--- config.mk ---
export PLATFORM = sky130hd
export DESIGN_NAME = stage1if
export DESIGN_NICKNAME = d
export VERILOG_FILES = /design/src/rtl/stage1if.sv
export SDC_FILE = /design/constraint.sdc
export NUM_CORES = 1
export LEC_CHECK = 0
export BUFFER_PORTS_ARGS = -buffer_cell sky130_fd_sc_hd__buf_2
export CORE_ASPECT_RATIO = 1.25
export CORE_UTILIZATION = 40
export CTS_CLUSTER_SIZE = 14
export DETAILED_ROUTE_END_ITERATION = 6
export GPL_ROUTABILITY_DRIVEN = 0
export GPL_TIMING_DRIVEN = 0
export PLACE_DENSITY_LB_ADDON = 0.12
export SLEW_MARGIN = 20
export SYNTH_ARGS = -nofsm -noshare
export SYNTH_HDL_FRONTEND = slang
export SYNTH_SLANG_ARGS = --single-unit
--- constraint.sdc ---
create_clock -name clk -period 4.75 [get_ports clk]
set_clock_uncertainty 0.05 [all_clocks]
set_input_delay 0.2375 -clock clk [delete_from_list [all_inputs] [get_ports clk]]
set_output_delay 0.2375 -clock clk [all_outputs]
set_load 0.05 [all_outputs]
--- src/rtl/stage1if.sv ---
// Instruction Fetch stage: pairs the latched PC with its instruction word and buffers
// the pair in a small FIFO feeding Decode over a valid/ready handshake.
module stage1if #(
  parameter int ADDR_W  = 24,
  parameter int INSTR_W = 24,
  parameter int DEPTH   = 2,
  parameter int CNT_W   = 16
) (
  input  logic               clk,
  input  logic               rst_n,
  input  logic               valid_in,
  input  logic [ADDR_W-1:0]  pc_in,
  input  logic [INSTR_W-1:0] mem_rdata,
  output logic               ready_out,
  output logic               valid_out,
  output logic [ADDR_W-1:0]  pc_out,
  output logic [INSTR_W-1:0] instr_out,
  input  logic               ready_in,
  input  logic               flush_in,
  output logic [CNT_W-1:0]   fetch_count
);

  localparam int PTR_W = $clog2(DEPTH);
  localparam int CW    = $clog2(DEPTH + 1);
  localparam logic [CW-1:0] FULL = CW'(DEPTH);

  logic [ADDR_W+INSTR_W-1:0] mem [DEPTH];
  logic [PTR_W-1:0]          wr_ptr;
  logic [PTR_W-1:0]          rd_ptr;
  logic [CW-1:0]             count;
  logic                      push;
  logic                      pop;

  // Handshake flags depend on registered count only, so ready_out never sees ready_in.
  assign ready_out = (count != FULL);
  assign valid_out = (count != '0);
  assign push      = valid_in & ready_out & ~flush_in;
  assign pop       = valid_out & ready_in & ~flush_in;

  assign {pc_out, instr_out} = valid_out ? mem[rd_ptr] : '0;

  // Storage is deliberately left out of reset; valid_out masks stale contents.
  always_ff @(posedge clk) begin
    if (push) begin
      mem[wr_ptr] <= {pc_in, mem_rdata};
    end
  end

  always_ff @(posedge clk or negedge rst_n) begin
    if (!rst_n) begin
      count       <= '0;
      wr_ptr      <= '0;
      rd_ptr      <= '0;
      fetch_count <= '0;
    end else if (flush_in) begin
      count  <= '0;
      wr_ptr <= '0;
      rd_ptr <= '0;
    end else begin
      if (push) begin
        wr_ptr <= wr_ptr + PTR_W'(1);
      end
      if (pop) begin
        rd_ptr      <= rd_ptr + PTR_W'(1);
        fetch_count <= fetch_count + CNT_W'(1);
      end
      case ({push, pop})
        2'b10:   count <= count + CW'(1);
        2'b01:   count <= count - CW'(1);
        default: count <= count;
      endcase
    end
  end

endmodule

Yosys cells after proc, flatten, opt, wreduce, memory -nomap -nowiden
Memories as Yosys holds them, arrays and structs flattened.
Index checks and enable logic that the tools add are counted.
{"block": "totals", "out_inout_bits": 66, "in_bits": 53, "memories": 1, "regBits": 20, "mem_bits_rw": 96}
{"block": "classes", "eq_ne": 3, "bitwise_logic": 5, "n_mux": 9, "addsub": 5, "reduce_logical": 5}
{"name": "mem", "words": 2, "width": 48, "rd": 1, "rd_clocked_by_memory_dff": 0, "write_ports": 1, "line": "27", "rtl": "logic [ADDR_W+INSTR_W-1:0] mem [DEPTH];"}
{"operator": "48-bit 2-to-1 mux", "n": 1}
{"operator": "16-bit by 1-bit adder with 16-bit output, second input constant", "n": 1}
{"operator": "1-bit 2-to-1 mux", "n": 6}
{"operator": "2-bit nonzero test", "n": 3}
{"operator": "1-bit AND", "n": 4}
{"operator": "2-bit one-hot mux with 2 select lines", "n": 1}
{"operator": "3-bit nonzero test", "n": 1}
{"operator": "1-bit adder, second input constant", "n": 2}
{"operator": "2-bit by 1-bit adder with 2-bit output, second input constant", "n": 1}
{"operator": "2-bit by 1-bit equality test with 1-bit output, second input constant", "n": 1}
{"operator": "2-bit equality test, second input constant", "n": 1}
{"operator": "2-bit 2-to-1 mux", "n": 1}
{"operator": "2-bit != test, second input constant", "n": 1}
{"operator": "2-bit AND reduction", "n": 1}
{"operator": "2-bit by 1-bit subtractor with 2-bit output, second input constant", "n": 1}
{"operator": "1-bit inverter", "n": 1}

Depth between registers and ports, before layout
{"block": "logic_depth", "word_depth": 6, "ltp_mapped": 5, "ltp_nobuf": 5}

Worst setup path after synthesis
Ideal clock, no wire load.
{"block": "synth_timing", "path_kind": "reg2reg", "start": "reg count[1]", "end": "mem mem[1][0] (netlist bit), enable pin", "t_arrival_ns": 4.675, "setup_slack_ns": -0.498, "path_stages_with_launch": 4, "period_less_slack_ns": 5.248, "setup_time_ns": 0.523, "path_cell_list": "dfrtp_1 > or2b_1 > nand2_1 > nor3b_1"}
{"block": "synth_via", "elab_chain_cells": 5}
{"item": "from (decl)", "line": "30", "rtl": "logic [CW-1:0] count;"}
{"item": "from (signal assigned)", "line": "68", "rtl": "2'b10: count <= count + CW'(1);"}
{"item": "from (signal assigned)", "line": "69", "rtl": "2'b01: count <= count - CW'(1);"}
{"item": "from (signal assigned)", "line": "70", "rtl": "default: count <= count;"}
{"item": "2-bit != test", "line": "35", "rtl": "assign ready_out = (count != FULL);"}
{"item": "named net ready_out", "line": "14", "rtl": "output logic ready_out,"}
{"item": "1-bit AND (2 in series)", "line": "37", "rtl": "assign push = valid_in & ready_out & ~flush_in;"}
{"item": "1-bit 2-to-1 mux", "line": "44", "rtl": "if (push) begin"}
{"item": "1-bit 2-to-1 mux (implied by the code)", "line": "45", "rtl": "mem[wr_ptr] <= {pc_in, mem_rdata};"}
{"item": "to (decl)", "line": "27"}
The timed path passes the listed nets, and every way through them passes these cells.

Worst setup path in the final report
{"block": "layout_timing", "start": "reg count[0]", "end": "out pc_out[19]"}
{"block": "layout_via", "elab_chain_cells": 2}
{"item": "2-bit nonzero test", "line": "36", "rtl": "assign valid_out = (count != '0);"}
{"item": "48-bit 2-to-1 mux", "line": "40", "rtl": "assign {pc_out, instr_out} = valid_out ? mem[rd_ptr] : '0;"}
{"item": "to (decl)", "line": "16", "rtl": "output logic [ADDR_W-1:0] pc_out,"}
No other way between the ends.

==> PnR_summary.wiki <==
{| class="wikitable"
! Metric !! Value
|-
| Run status || finished, final reports clean
|-
| Synthesized area per cell || 15.8 sq um
|-
| Distinct cell type count of the synthesized netlist || 28
|-
| Register area share after synthesis || 74.6%
|-
| First-pass GRT wire length || 14,500 um
|-
| Number of inserted filler cells in the final layout || 926
|-
| Internal power of the cells || 0.00221 W
|-
| Period utilisation layout || 52.2%
|-
| Setup repair after global routing missed its margin || no
|-
| Worst-path cell chain || nor2_1 > buf_2 > buf_1 > nor2_1 > buf_2
|-
| Cell area after technology mapping || 4530 sq um
|-
| Most common cell after layout, fill and taps aside || sky130_fd_sc_hd__buf_2
|-
| Floorplan core area || 11,100 sq um
|-
| Psw || 0.000764 W
|-
| Gate family responsible for the most delay along the worst path || buffers and inverters
|-
| Endpoints failing hold || 0
|-
| Minimum clock period after layout || 2.48 ns
|-
| Area share of xor/xnor cells in the synthesized design || 3.28%
|-
| Largest net degree at the start of global routing || 21
|-
| Warning count from the yosys run || 0
|-
| Number of setup violations in the final report || 0
|-
| PwrDens || 453 nW/um^2
|-
| WS Path Type || reg -> out
|-
| Insertion delay of the later-clocked pin in the worst-skew pair || 0.40 ns
|-
| Antenna violations before repair || 0
|-
| Starting Density || 40.9%
|-
| Combinational cell fraction of total power || 15.7%
|-
| Ys async rst share || 17.2%
|-
| Primary flip-flop cell chosen by synthesis mapping || sky130_fd_sc_hd__edfxtp_1
|-
| Critical Path Fanout Max || 10
|-
| Area of the multi-input gates || 1110 sq um
|-
| Largest family of logic cells by synthesized area || multiplexers
|-
| Detailed Routing Iterations Pass 1 || 4
|-
| Pin slew with the least headroom to its limit || 0.660 ns
|-
| Routed WL || 8860 um
|-
| Achievable Freq || 0.403 GHz
|-
| Share of final-layout standard cells stronger than drive strength 1 || 34.2%
|-
| HPWL after detailed placement || 5980 um
|-
| Height of the die || 121 um
|-
| Element type at the critical path end || primary output
|-
| Num Clock Sinks || 116
|-
| Cell chosen for the clock root || sky130_fd_sc_hd__clkbuf_16
|-
| Switching Fraction || 25.7%
|-
| Final-layout setup total negative slack || 0 ns
|-
| Number of DRC violations after detailed routing || 0
|-
| Vias after detailed routing || 2,950
|-
| Level count of the clock H-tree || 4
|-
| Port Buffer Count || 118
|-
| Worst R2R Setup Slack || 2.63 ns
|-
| Class of the tightest hold or removal check || in -> reg
|-
| Via count of the first global-routing pass || 3,040
|-
| I/O pins || 119
|-
| Peak supply drop || 0.408 mV
|-
| Clock share of power || 44.1%
|-
| Post-cts resize count || 0
|-
| Synth Area in Compound Gates || 0.662%
|-
| Storage element area || 3380 sq um
|-
| Max stage delay cell, worst path || sky130_fd_sc_hd__dfrtp_1
|-
| Number of enable flip-flop cells after synthesis || 96
|-
| Tightest slew margin relative to the limit || 56.0%
|-
| Post-synthesis share of cell area spent on full adders, half adders and majority gates || 0.276%
|-
| Die footprint || 11,800 sq um
|-
| WP data arrival || 2.19 ns
|-
| Number of rows created at floorplan || 43
|-
| Mux cell area share after synthesis || 11.1%
|-
| Worst-path clk slew || 0.05 ns
|-
| Maximum buffer depth of the clock tree || 2
|-
| Simple logic cell fraction of the synthesized area || 8.80%
|-
| Antenna viol nets, final || 0
|-
| Number of violations reported at the end of detailed-routing iteration 0 || 88
|-
| Proportion of power drawn by flip-flops and latches || 40.2%
|-
| CTS tree || done
|-
| Post-synthesis cell count || 287
|-
| Biggest cell delay along the critical path || 0.44 ns
|-
| Die Width || 97.2 um
|-
| Aggregate global-route resource usage || 16.1%
|-
| Pins over their slew limit || 0
|-
| Flop and latch count out of synthesis || 116
|-
| Inserted Clock Buffers || 17
|-
| Net Count, Synth || 341
|-
| Most used cells in the layout excluding fill and tap cells || 123 x sky130_fd_sc_hd__buf_2, 96 x sky130_fd_sc_hd__edfxtp_1, 54 x sky130_fd_sc_hd__nor2_1
|-
| Leakage dissipation || 2.68 nW
|-
| Buffer and inverter count on the worst path || 3
|-
| Data required time at the worst endpoint || 4.46 ns
|-
| Hold Worst Slack || 0.142 ns
|-
| Detailed-route vias per instance || 4.69
|-
| Number of nets in the layout || 535
|-
| Category of the worst setup path launch point || flop
|-
| Average detailed-routed wire length per instance || 14.1 um
|-
| Overflow left after global routing || 0
|-
| Number of violations of the max-capacitance limit || 0
|-
| Final antenna diode count || 0
|-
| Area growth from synthesis to final layout || 44.6%
|}
[through the flow]
step                      utilization (%)  std cells  setup WS (ns)  cell area, sq um  total power [W]
after floorplan                         -        287           1.18              4540          0.00152
after global placement               47.9        540          0.313              5300          0.00164
after detailed placement             49.0        548           2.60              5430          0.00166
after CTS                            59.2        629           2.20              6560          0.00301
after global routing                 59.2        629           2.08              6560          0.00308
final                                59.2        629           2.27              6560          0.00297
[flip-flops by register name, summed over array words and instances (netlist names)]
signal and count:
fetch_count 16, rd_ptr 1, count 2, mem 96, wr_ptr 1
[worst reg2reg max path, stage by stage (launching register included)]
cell,delay (ns)
sky130_fd_sc_hd__dfrtp_1,0.44
sky130_fd_sc_hd__or2b_1,0.21
sky130_fd_sc_hd__nand2_1,0.16
sky130_fd_sc_hd__nor3b_4,0.57
sky130_fd_sc_hd__buf_6,0.23
sky130_fd_sc_hd__buf_8,0.16
[layer usage]
metal,vias to the layer above,part of all wire (%),GRT usage (%)
met5,-,0,0
met4,0,0.94,6.07
met3,6,5.1,5.70
met2,78,51,26.9
met1,1431,43,19.3
li1,1435,-,-
[power by group through the flow]
stage          combinational [W]  sequential (W)  clock [W]
3_5_place_dp            0.000441         0.00121          0
5_1_grt                 0.000498         0.00120    0.00138
4_1_cts                 0.000474         0.00120    0.00135
3_3_place_gp            0.000422         0.00121          0
2_1_floorplan           0.000252         0.00127          0
6_report                0.000468         0.00120    0.00131
[worst paths after layout]
kind	cells after the start	startpoint	to
max in group asynchronous	2	rst_n	rd_ptr
worst max register to register	5	count[1]	mem[1][45]
worst max-delay path	5	count[0]	pc_out[19]
worst min register to register	1	fetch_count[15]	fetch_count[15]
worst min-delay path	4	flush_in	fetch_count[11]
min in group asynchronous	2	rst_n	fetch_count[6]
[cell families (layout without fill, tap and decap cells)]
| kind of cell | after synthesis | count (layout) |
|---|---|---|
| simple gates | 85 | 85 |
| flops | 116 | 116 |
| fa+ha+maj | 1 | 1 |
| mux | 50 | 50 |
| xor+xnor | 17 | 17 |
| compound gates | 5 | 5 |
| buf+inv | 13 | 220 |
[final cells by class]
cell class / count / area share [%]
Buffer: 12 / 0.839
Clock buffer: 27 / 8.97
Clock inverter: 5 / 0.782
Inverter: 1 / 0.0572
Multi-Input combinational cell: 158 / 17.0
Sequential cell: 116 / 51.6
Tap cell: 135 / 2.58
Timing Repair Buffer: 175 / 18.2
[cells in the mapped netlist (all sizes together) (2+ instances only)]
library cell	n	area, sq um
edfxtp	96	2880
nor2	54	203
mux2i	49	490
dfrtp	20	500
xnor2	11	96.3
nand2	10	37.5
buf	8	40.0
xor2	6	52.6
nand3	5	25.0
clkbuf	4	15.0
a21oi	3	15.0
nand4	3	18.8
nor3	3	15.0
nor3b	2	15.0
nor4	2	42.5
[what timing repair did]
item / in CTS / in global routing
hold buffers: 49 / 0
endpoints found under the setup margin: 0 / 0
setup buffers: 0 / 0
endpoints found under the hold margin: 116 / 0
Power figures use the tool's default switching activity.
